`src/rtl/peri_hub_pkg.sv`:
```
// -----------------------------------------------------------------------------
// peri_hub_pkg
// Shared definitions for the peripheral register hub:
//   hub_state_e  - request FSM states (IDLE, ACCESS, RESP, GAP)
//   DEAD_CODE    - upper half of the read data returned on an access timeout
//   ERR_CNT_MAX  - saturation value of the error counter
// -----------------------------------------------------------------------------
package peri_hub_pkg;

    typedef enum logic [1:0] {
        IDLE   = 2'd0,
        ACCESS = 2'd1,
        RESP   = 2'd2,
        GAP    = 2'd3
    } hub_state_e;

    localparam logic [15:0] DEAD_CODE   = 16'hDEAD;
    localparam logic [7:0]  ERR_CNT_MAX = 8'hFF;

endpackage

```
`src/rtl/peri_hub_timer.sv`:
```
// -----------------------------------------------------------------------------
// peri_hub_timer
// Access timeout counter. Counts mclk cycles while start is high, beginning
// at 0 in the first counted cycle; expire is raised combinationally in the
// cycle where the count has reached TO_CYC-1, i.e. in the TO_CYC-th cycle.
// Ports:
//   mclk    in  system clock
//   s_reset in  asynchronous active-high reset
//   start   in  count enable (high for every cycle of an access)
//   clear   in  return count to zero (has priority over start)
//   expire  out timeout reached in this cycle
// -----------------------------------------------------------------------------
module peri_hub_timer #(
    parameter int TO_CYC = 255
) (
    input  logic mclk,
    input  logic s_reset,
    input  logic start,
    input  logic clear,
    output logic expire
);

    localparam int CW = (TO_CYC > 1) ? $clog2(TO_CYC) : 1;
    localparam logic [CW-1:0] LAST = CW'(TO_CYC - 1);

    logic [CW-1:0] cnt_q;
    logic [CW-1:0] cnt_d;

    always_comb begin
        cnt_d = cnt_q;
        if (clear) begin
            cnt_d = '0;
        end else if (start) begin
            cnt_d = cnt_q + CW'(1);
        end
    end

    always_ff @(posedge mclk or posedge s_reset) begin
        if (s_reset) begin
            cnt_q <= '0;
        end else begin
            cnt_q <= cnt_d;
        end
    end

    assign expire = start && !clear && (cnt_q == LAST);

endmodule

```
`src/rtl/peri_reg_hub.sv`:
```
// -----------------------------------------------------------------------------
// peri_reg_hub
// Bridges a single host register port onto NS slave channels. The top SW
// address bits select the channel; the rest is forwarded as slv_addr.
// Unmapped selects and slave timeouts are answered with reg_err and counted.
// Ports:
//   mclk, s_reset                  clock, asynchronous active-high reset
//   reg_cs, reg_wr                 host request / write (held until reg_ack)
//   reg_addr, reg_wdata, reg_be    host address, write data, byte enables
//   reg_rdata, reg_ack, reg_err    one-cycle response (rdata is 0 otherwise)
//   slv_cs                         one-hot channel select (ACCESS only)
//   slv_wr, slv_addr, slv_wdata,
//   slv_be                         registered request fields, shared
//   slv_rdata, slv_ack             per-channel read data (32 bits each), ack
//   err_clr                        synchronous clear of error status
//   err_cnt, err_sel               saturating error count, last error select
// -----------------------------------------------------------------------------
module peri_reg_hub #(
    parameter int NS     = 4,
    parameter int AW     = 11,
    parameter int SW     = 4,
    parameter int TO_CYC = 255
) (
    input  logic                 mclk,
    input  logic                 s_reset,
    input  logic                 reg_cs,
    input  logic                 reg_wr,
    input  logic [AW-1:0]        reg_addr,
    input  logic [31:0]          reg_wdata,
    input  logic [3:0]           reg_be,
    output logic [31:0]          reg_rdata,
    output logic                 reg_ack,
    output logic                 reg_err,
    output logic [NS-1:0]        slv_cs,
    output logic                 slv_wr,
    output logic [AW-SW-1:0]     slv_addr,
    output logic [31:0]          slv_wdata,
    output logic [3:0]           slv_be,
    input  logic [NS*32-1:0]     slv_rdata,
    input  logic [NS-1:0]        slv_ack,
    input  logic                 err_clr,
    output logic [7:0]           err_cnt,
    output logic [SW-1:0]        err_sel
);

    import peri_hub_pkg::*;

    // One extra bit so NS=2**SW still compares correctly.
    localparam logic [SW:0] NS_W = (SW + 1)'(NS);

    hub_state_e        state_q, state_d;
    logic [SW-1:0]     sel_q, sel_d;
    logic [NS-1:0]     slv_cs_q, slv_cs_d;
    logic              wr_q, wr_d;
    logic [AW-SW-1:0]  addr_q, addr_d;
    logic [31:0]       wdata_q, wdata_d;
    logic [3:0]        be_q, be_d;
    logic              ack_q, ack_d;
    logic              err_q, err_d;
    logic [31:0]       rdata_q, rdata_d;
    logic [7:0]        err_cnt_q, err_cnt_d;
    logic [SW-1:0]     err_sel_q, err_sel_d;

    logic [SW-1:0]     sel_in;
    logic              sel_mapped;
    logic              err_event;
    logic [SW-1:0]     err_event_sel;
    logic              timer_expire;
    logic              in_access;

    // Per-channel read data split out of the flat bus.
    logic [31:0]       ch_rdata [NS];
    logic [31:0]       mux_rdata;
    logic              ack_hit;

    genvar gi;
    generate
        for (gi = 0; gi < NS; gi++) begin : g_ch
            assign ch_rdata[gi] = slv_rdata[32*gi +: 32];
        end
    endgenerate

    assign sel_in     = reg_addr[AW-1 -: SW];
    assign sel_mapped = ({1'b0, sel_in} < NS_W);
    assign in_access  = (state_q == ACCESS);

    // slv_cs_q is one-hot only during ACCESS, so masking with it both picks
    // the selected channel and discards acks from every other channel.
    always_comb begin
        mux_rdata = '0;
        for (int i = 0; i < NS; i++) begin
            if (slv_cs_q[i]) begin
                mux_rdata = mux_rdata | ch_rdata[i];
            end
        end
    end

    assign ack_hit = in_access && (|(slv_ack & slv_cs_q));

    peri_hub_timer #(
        .TO_CYC (TO_CYC)
    ) u_timer (
        .mclk    (mclk),
        .s_reset (s_reset),
        .start   (in_access),
        .clear   (!in_access),
        .expire  (timer_expire)
    );

    always_comb begin
        state_d       = state_q;
        sel_d         = sel_q;
        slv_cs_d      = slv_cs_q;
        wr_d          = wr_q;
        addr_d        = addr_q;
        wdata_d       = wdata_q;
        be_d          = be_q;
        ack_d         = 1'b0;
        err_d         = 1'b0;
        rdata_d       = '0;
        err_cnt_d     = err_cnt_q;
        err_sel_d     = err_sel_q;
        err_event     = 1'b0;
        err_event_sel = sel_q;

        unique case (state_q)
            IDLE: begin
                if (reg_cs) begin
                    sel_d   = sel_in;
                    wr_d    = reg_wr;
                    addr_d  = reg_addr[AW-SW-1:0];
                    wdata_d = reg_wdata;
                    be_d    = reg_be;
                    if (sel_mapped) begin
                        slv_cs_d = NS'(1) << sel_in;
                        state_d  = ACCESS;
                    end else begin
                        // Answer directly; no slave is touched.
                        ack_d         = 1'b1;
                        err_d         = 1'b1;
                        err_event     = 1'b1;
                        err_event_sel = sel_in;
                        state_d       = RESP;
                    end
                end
            end
            ACCESS: begin
                // Ack is tested first so it wins over a same-cycle timeout.
                if (ack_hit) begin
                    ack_d    = 1'b1;
                    rdata_d  = mux_rdata;
                    slv_cs_d = '0;
                    state_d  = RESP;
                end else if (timer_expire) begin
                    ack_d     = 1'b1;
                    err_d     = 1'b1;
                    rdata_d   = {DEAD_CODE, 16'(sel_q)};
                    err_event = 1'b1;
                    slv_cs_d  = '0;
                    state_d   = RESP;
                end
            end
            RESP: begin
                state_d = GAP;
            end
            GAP: begin
                state_d = IDLE;
            end
            default: begin
                state_d  = IDLE;
                slv_cs_d = '0;
            end
        endcase

        if (err_event) begin
            err_sel_d = err_event_sel;
            if (err_cnt_q != ERR_CNT_MAX) begin
                err_cnt_d = err_cnt_q + 8'd1;
            end
        end
        if (err_clr) begin
            err_cnt_d = '0;
            err_sel_d = '0;
        end
    end

    always_ff @(posedge mclk or posedge s_reset) begin
        if (s_reset) begin
            state_q   <= IDLE;
            sel_q     <= '0;
            slv_cs_q  <= '0;
            wr_q      <= 1'b0;
            addr_q    <= '0;
            wdata_q   <= '0;
            be_q      <= '0;
            ack_q     <= 1'b0;
            err_q     <= 1'b0;
            rdata_q   <= '0;
            err_cnt_q <= '0;
            err_sel_q <= '0;
        end else begin
            state_q   <= state_d;
            sel_q     <= sel_d;
            slv_cs_q  <= slv_cs_d;
            wr_q      <= wr_d;
            addr_q    <= addr_d;
            wdata_q   <= wdata_d;
            be_q      <= be_d;
            ack_q     <= ack_d;
            err_q     <= err_d;
            rdata_q   <= rdata_d;
            err_cnt_q <= err_cnt_d;
            err_sel_q <= err_sel_d;
        end
    end

    assign reg_ack   = ack_q;
    assign reg_err   = err_q;
    assign reg_rdata = rdata_q;
    assign slv_cs    = slv_cs_q;
    assign slv_wr    = wr_q;
    assign slv_addr  = addr_q;
    assign slv_wdata = wdata_q;
    assign slv_be    = be_q;
    assign err_cnt   = err_cnt_q;
    assign err_sel   = err_sel_q;

endmodule

```
`config.mk`:
```
export PLATFORM = sky130hd
export DESIGN_NAME = peri_reg_hub
export DESIGN_NICKNAME = d
export VERILOG_FILES = /design/src/rtl/peri_hub_pkg.sv /design/src/rtl/peri_hub_timer.sv /design/src/rtl/peri_reg_hub.sv
export SDC_FILE = /design/constraint.sdc
export NUM_CORES = 1
export LEC_CHECK = 0
export ABC_AREA = 0
export BUFFER_PORTS_ARGS = -buffer_cell sky130_fd_sc_hd__buf_2
export CAP_MARGIN = 20
export CORE_AREA = 2 2 107 109
export DETAILED_ROUTE_END_ITERATION = 12
export DIE_AREA = 0 0 109 111
export HOLD_SLACK_MARGIN = 0.08
export PLACE_DENSITY_LB_ADDON = 0.3
export SLEW_MARGIN = 20
export SYNTH_ARGS = -nofsm -noshare
export SYNTH_HDL_FRONTEND = slang
export SYNTH_SLANG_ARGS = --single-unit
```
`constraint.sdc`:
```
create_clock -name mclk -period 4.59 [get_ports mclk]
set_input_delay 0.2295 -clock mclk [delete_from_list [all_inputs] [get_ports mclk]]
set_output_delay 0.2295 -clock mclk [all_outputs]
set_load 0.005 [all_outputs]
```
# Word-level counts from Yosys, hierarchy flattened
# Index checks and enable logic that the tools add are counted.
[op_classes]
add_sub_neg = 2
order_cmp = 1
n_eq_ne = 8
shifts = 1
mux = 33
bitwise_logic = 4
n_reduce_logical = 11
[op_table]
columns = ["cell", "n"]
rows = [
  ["32-bit 2-to-1 mux", 7],
  ["32-bit bitwise OR", 3],
  ["4-bit 2-to-1 mux", 9],
  ["8-bit 2-to-1 mux", 4],
  ["8-bit by 1-bit adder with 8-bit output (second input constant)", 2],
  ["8-bit == test (second input constant)", 1],
  ["2-bit 2-to-1 mux", 4],
  ["8-bit inequality test (second input constant)", 1],
  ["2-bit one-hot mux with 4 select lines", 1],
  ["4-bit one-hot mux with 2 select lines", 1],
  ["2-bit AND reduction", 3],
  ["2-bit nonzero test", 3],
  ["1-bit 2-to-1 mux", 5],
  ["4-bit AND", 1],
  ["2-bit == test (second input constant)", 2],
  ["4-bit by 3-bit less-than comparator with 1-bit output (second input constant)", 1],
  ["2-bit inequality test (second input constant)", 2],
  ["1-bit one-hot mux with 2 select lines", 2],
  ["4-bit AND reduction", 1],
  ["4-bit OR reduction", 1],
  ["1-bit by 4-bit << shifter with 4-bit output (first input constant)", 1],
  ["3-bit by 2-bit inequality test with 1-bit output (second input constant)", 1],
  ["2-bit by 1-bit == test with 1-bit output (second input constant)", 1],
  ["1-bit logical AND", 2],
  ["2-bit zero test", 1],
]
[totals]
regBits = 108
output_inout_bits = 94

# Logic depth before layout (Yosys ltp)
[logic_depth]
word_depth = 9
ltp_mapped = 8

# By module
# A second synthesis with hierarchy kept.
[hier_totals]
cells_unflattened = 411
area_unflattened_um2 = 4859.7
[by_module_without_submodules]
columns = ["mod", "n_inst", "cells_each", "area_each_um2", "seq_area_each_um2"]
rows = [
  ["peri_reg_hub", 1, 368, 4445.5, 2502.4],
  ["peri_hub_timer", 1, 43, 414.1, 200.2],
]

# Worst setup path after synthesis
# Ideal clock, no wire load.
[synth_path]
kind = "flip-flop to flip-flop"
from = "register state_q[0]"
to = "register addr_q[0] (netlist: slv_addr[0])"
setup_time_ns = 0.125
t_arrival_ns = 1.708
required_ns = 4.465
slack_ns = 2.757
path_stages_with_launch = 7
n_path_buf = 2
synth_period_minus_slack_ns = 1.833
path_cell_list = "dfrtp_1 -> inv_1 -> ha_1 -> and2_1 -> buf_2 -> buf_1 -> mux2_2"
[synth_between]
elab_chain_len = 2
[synth_rtl]
columns = ["element", "line", "text"]
rows = [
  ["from (decl)", "peri_reg_hub.sv:51", "hub_state_e state_q, state_d;"],
  ["from (signal assigned)", "peri_reg_hub.sv:202", "state_q <= state_d;"],
  ["2-bit zero test", "peri_reg_hub.sv:126", "unique case (state_q)"],
  ["2-bit AND reduction (no source line)", "--", ""],
  ["to (signal assigned)", "peri_reg_hub.sv:206", "addr_q <= addr_d;"],
  ["to (decl)", "peri_reg_hub.sv:55", "logic [AW-SW-1:0] addr_q, addr_d;"],
]
# No other way between the ends.
# A chain may end at the register's enable or synchronous reset.

# Final worst setup path
[layout_path]
from = "register state_q[0]"
to = "register err_sel_q[3] (netlist: err_sel[3])"
[layout_between]
elab_chain_len = 6
word_cells_on_any_way = 11
[layout_rtl]
columns = ["element", "line", "text"]
rows = [
  ["2-bit by 1-bit == test with 1-bit output", "peri_reg_hub.sv:85, peri_reg_hub.sv:126", ""],
  ["1-bit logical AND", "peri_hub_timer.sv:46", "assign expire = start && !clear && (cnt_q == LAST);"],
  ["1-bit 2-to-1 mux", "peri_reg_hub.sv:154", "end else if (timer_expire) begin"],
  ["1-bit 2-to-1 mux", "peri_reg_hub.sv:149", "if (ack_hit) begin"],
  ["1-bit one-hot mux with 2 select lines", "peri_reg_hub.sv:126", ""],
  ["2-bit nonzero test (no source line)", "--", ""],
  ["to (signal assigned)", "peri_reg_hub.sv:213", "err_sel_q <= err_sel_d;"],
  ["to (decl)", "peri_reg_hub.sv:62", "logic [SW-1:0] err_sel_q, err_sel_d;"],
]
# Several ways; a longest one is shown, not always the timed one. The select of a mux whose other input is x is not followed.

==> run_results.csv <==
group,metric,value,unit
run_status,status,"finished, final reports clean",
worst_setup_path,r2r_slack,2.08,ns
placement,port_buffers,277,
die,die_x,109,um
sta,rsz0062_at_grt,"false",
yosys,syn_inst,412,
sta,slew_viol_final,0,
sta,setup_tns,0,ns
grt,grt_pass1_wl,22.4,mm
worst_setup_path,endpoint_kind,"register",
route,ant_nets,0,
cts,cts_tree,"built",
route,drc,0,
route,vias,4424,
finish,final-seq-area,2700,sq um
yosys,yosys.cell_count.top_type,"dfrtp_1",
worst_setup_path,reg2reg_depth,6,
sta,worst_clock_skew,0.00530,ns
route,wl,14.5,mm
finish,layout.nets,869,
yosys,synth-seq-cells,108,
cts,cts_root_buf,"clkbuf_16",
yosys,synthesis.nets,603,
finish,fillCellCount,910,
worst_setup_path,timing.rr.end,"err_sel[3]$_DFFE_PP0P_",
sta,holdWs,0.119,ns
cts,clk_path_buf_depth,2,
placement,gp_congestion,0.867,
yosys,yosysTopAreaCell,"dfrtp_1",
hold_path,whs_endpoint,"slv_wdata[11]$_DFFE_PP0P_",
worst_setup_path,required,4.80,ns
sta,finalSetupViolations,0,
cts,cts.sink_count,108,
cts,clkTransAtPathRegs,0.07,ns
die,io_pins,278,
hold_path,min_from,"reg_wdata[11]",
yosys,mappedNetlistArea,4870,sq um
grt,grt_pass1_vias,4509,
sta,maxSlewHeadroom,33.2,%
yosys,ys_warn_count,0,
cts,cts_made_buffers,9,
yosys,synth_top_area_share,55.5,%
yosys,synth_edf_count,0,
yosys,yosysSeqAreaShare,55.5,%
die,die_area,12100,sq um
yosys,yosys-top-cells-area,"dfrtp_1 (55%), mux2_2 (11%), a22oi_1 (10%)",
sta,period_minus_slack,2.51,ns
cts,holdBufCountCts,1,
die,initial_utilization,44.0,%
sta,clock.fmax,0.398,GHz
hold_path,hold-path-cell-count,2,
grt,gr-usage-all-layers,24.2,%
route,drtIter0Drc,227,
route,avgViaCountPerCell,5.33,
route,wl_per_cell,17.5,um
grt,grt_overflow,0,
cts,post_cts_buffers,0,
worst_setup_path,path_class,"register to register",
power_and_ir_drop,leakagePower,3.33,nW
route,firstDrtPassIters,5,
finish,drive_gt1_share,52.1,%
finish,multi_input_area,2010,sq um
finish,area_growth,37.4,%
hold_path,hold_path.class,"primary input to register",
die,rows,39,
power_and_ir_drop,power.density,524,nW/um^2
yosys,synth_ff_type,"dfrtp_1",
sta,worstMarginPinSlew,1.00,ns
placement,place_hpwl,11.1,mm
yosys,ys_types,42,
cts,cts_resized,0,
sta,final_hold_viol_count,0,
placement,dp_slack,2.06,ns
worst_setup_path,crit_slowest_cell,"and2_2",
worst_setup_path,crit_chain,"inv_1, ha_1, and2_2, o21ai_0, a22oi_1, a211oi_1",
worst_setup_path,r2r_start,"state_q[0]$_DFFE_PP0P_",
worst_setup_path,critPathMaxFanout,47,
die,core-area,11100,sq um
worst_setup_path,critical_path.max_stage_delay,0.82,ns
job,maxCapViolations,0,
worst_setup_path,start_kind,"register",
sta,timing.final.ws_setup,2.08,ns
worst_setup_path,crit_buf_inv,1,
worst_setup_path,worstPathArrival,2.72,ns
grt,antenna_found_initial,3,
yosys,synthTopCellsByCount,"dfrtp_1 (108), a22oi_1 (66), mux2_2 (48)",
worst_setup_path,cp_top_family,"simple AND/OR/NAND/NOR gates",
cts,h-tree-depth,3,
sta,final.period_utilization,54.8,%
yosys,synthArstFlopShare,100,%
grt,grt_max_degree,62,
yosys,syn_area_per_cell,11.8,sq um
cts,insertion_delay,0.34,ns
die,die_h,111,um
power_and_ir_drop,ir_drop,262,uV
## kinds of logic (layout without fill, tap and decap cells)
group                      count (synthesis)  count (layout)  synth area share [%]
other                                      0               4                     0
xor gates and xnor gates                   5               5                 0.899
and+or+nand+nor                           70              70                  7.68
adders and majority gates                  7               7                  1.80
buffers and inverters                     37             308                  3.31
AOI/OAI and AO/OA                        135             135                  19.3
DFF                                      108             108                  55.5
muxes                                     50              50                  11.5
## routing by layer
layer / GRT usage [%] / share of wire, % / vias to the layer above
li1: - / - / 2075
met1: 28.1 / 38 / 2143
met2: 42.4 / 52 / 194
met3: 6.94 / 9.6 / 12
met4: 7.44 / 1.2 / 0
met5: 0 / 0 / -
## worst max path at each step
stage | cells after the start | slack [ns] | end | start
after global placement | 6 | 2.19 | err_sel[2]$_DFFE_PP0P_ | state_q[0]$_DFFE_PP0P_
after CTS | 6 | 2.01 | err_sel[3]$_DFFE_PP0P_ | state_q[0]$_DFFE_PP0P_
after floorplan | 1 | 1.51 | err_cnt[0]$_DFFE_PP0P_ | s_reset
after global routing | 6 | 1.80 | err_sel[3]$_DFFE_PP0P_ | state_q[1]$_DFFE_PP0P_
after detailed placement | 6 | 2.06 | err_sel[3]$_DFFE_PP0P_ | state_q[0]$_DFFE_PP0P_
final | 6 | 2.08 | err_sel[3]$_DFFE_PP0P_ | state_q[0]$_DFFE_PP0P_
## final cells by class
type | count | area share (%)
sequential | 108 | 40.4
multi-input combinational | 267 | 30.1
timing repair buffer | 283 | 21.4
clock buffer | 11 | 3.78
tap | 143 | 2.67
clock inverter | 5 | 0.991
inverter | 9 | 0.542
antenna | 4 | 0.150
## power breakdown
group / leakage, nW / internal (W) / switching (W) / total [W]
combinational: 1.78 / 0.000650 / 0.000672 / 0.00132
sequential: 1.40 / 0.00123 / 0.000141 / 0.00137
clock: 0.155 / 0.000461 / 0.000349 / 0.000810
## stage by stage
stage / power, W / area [sq um] / std cells / utilization [%]
global route: 0.00375 / 6690 / 827 / 60.4
floorplan: 0.00221 / 4870 / 412 / -
finish: 0.00351 / 6690 / 830 / 60.4
detailed placement: 0.00274 / 6350 / 809 / 57.4
CTS: 0.00356 / 6680 / 826 / 60.3
global placement: 0.00267 / 6350 / 809 / 57.3
## flip-flops by register name (all words and copies together) (netlist names)
register,cells
reg_ack,1
reg_rdata,32
u_timer.cnt_q,8
slv_wdata,32
reg_err,1
state_q,2
err_cnt,8
slv_cs,4
slv_wr,1
sel_q,4
slv_addr,7
slv_be,4
err_sel,4
## cells in the final DEF, fill, tap and decap left out, types with 2 or more instances in the layout
cell         n
a211oi_1     3
a21boi_0     2
a21oi_1     29
a22o_4       2
a22oi_1     66
a311oi_1     2
a31oi_1     12
and2_1       4
buf_2      277
buf_4        5
clkbuf_16    9
clkbuf_8     2
dfrtp_1    108
diode_2      4
ha_1         7
inv_1        8
inv_6        2
mux2_2      48
mux2i_1      2
nand2_1     16
nand3_1      7
nand4_1      3
nor2_1      11
nor2b_1      9
nor3_1       7
o21ai_0     12
or2_2        2
or3_1        4
xnor2_1      3
xor2_1       2
No activity file was read; power rests on OpenSTA's default activity.
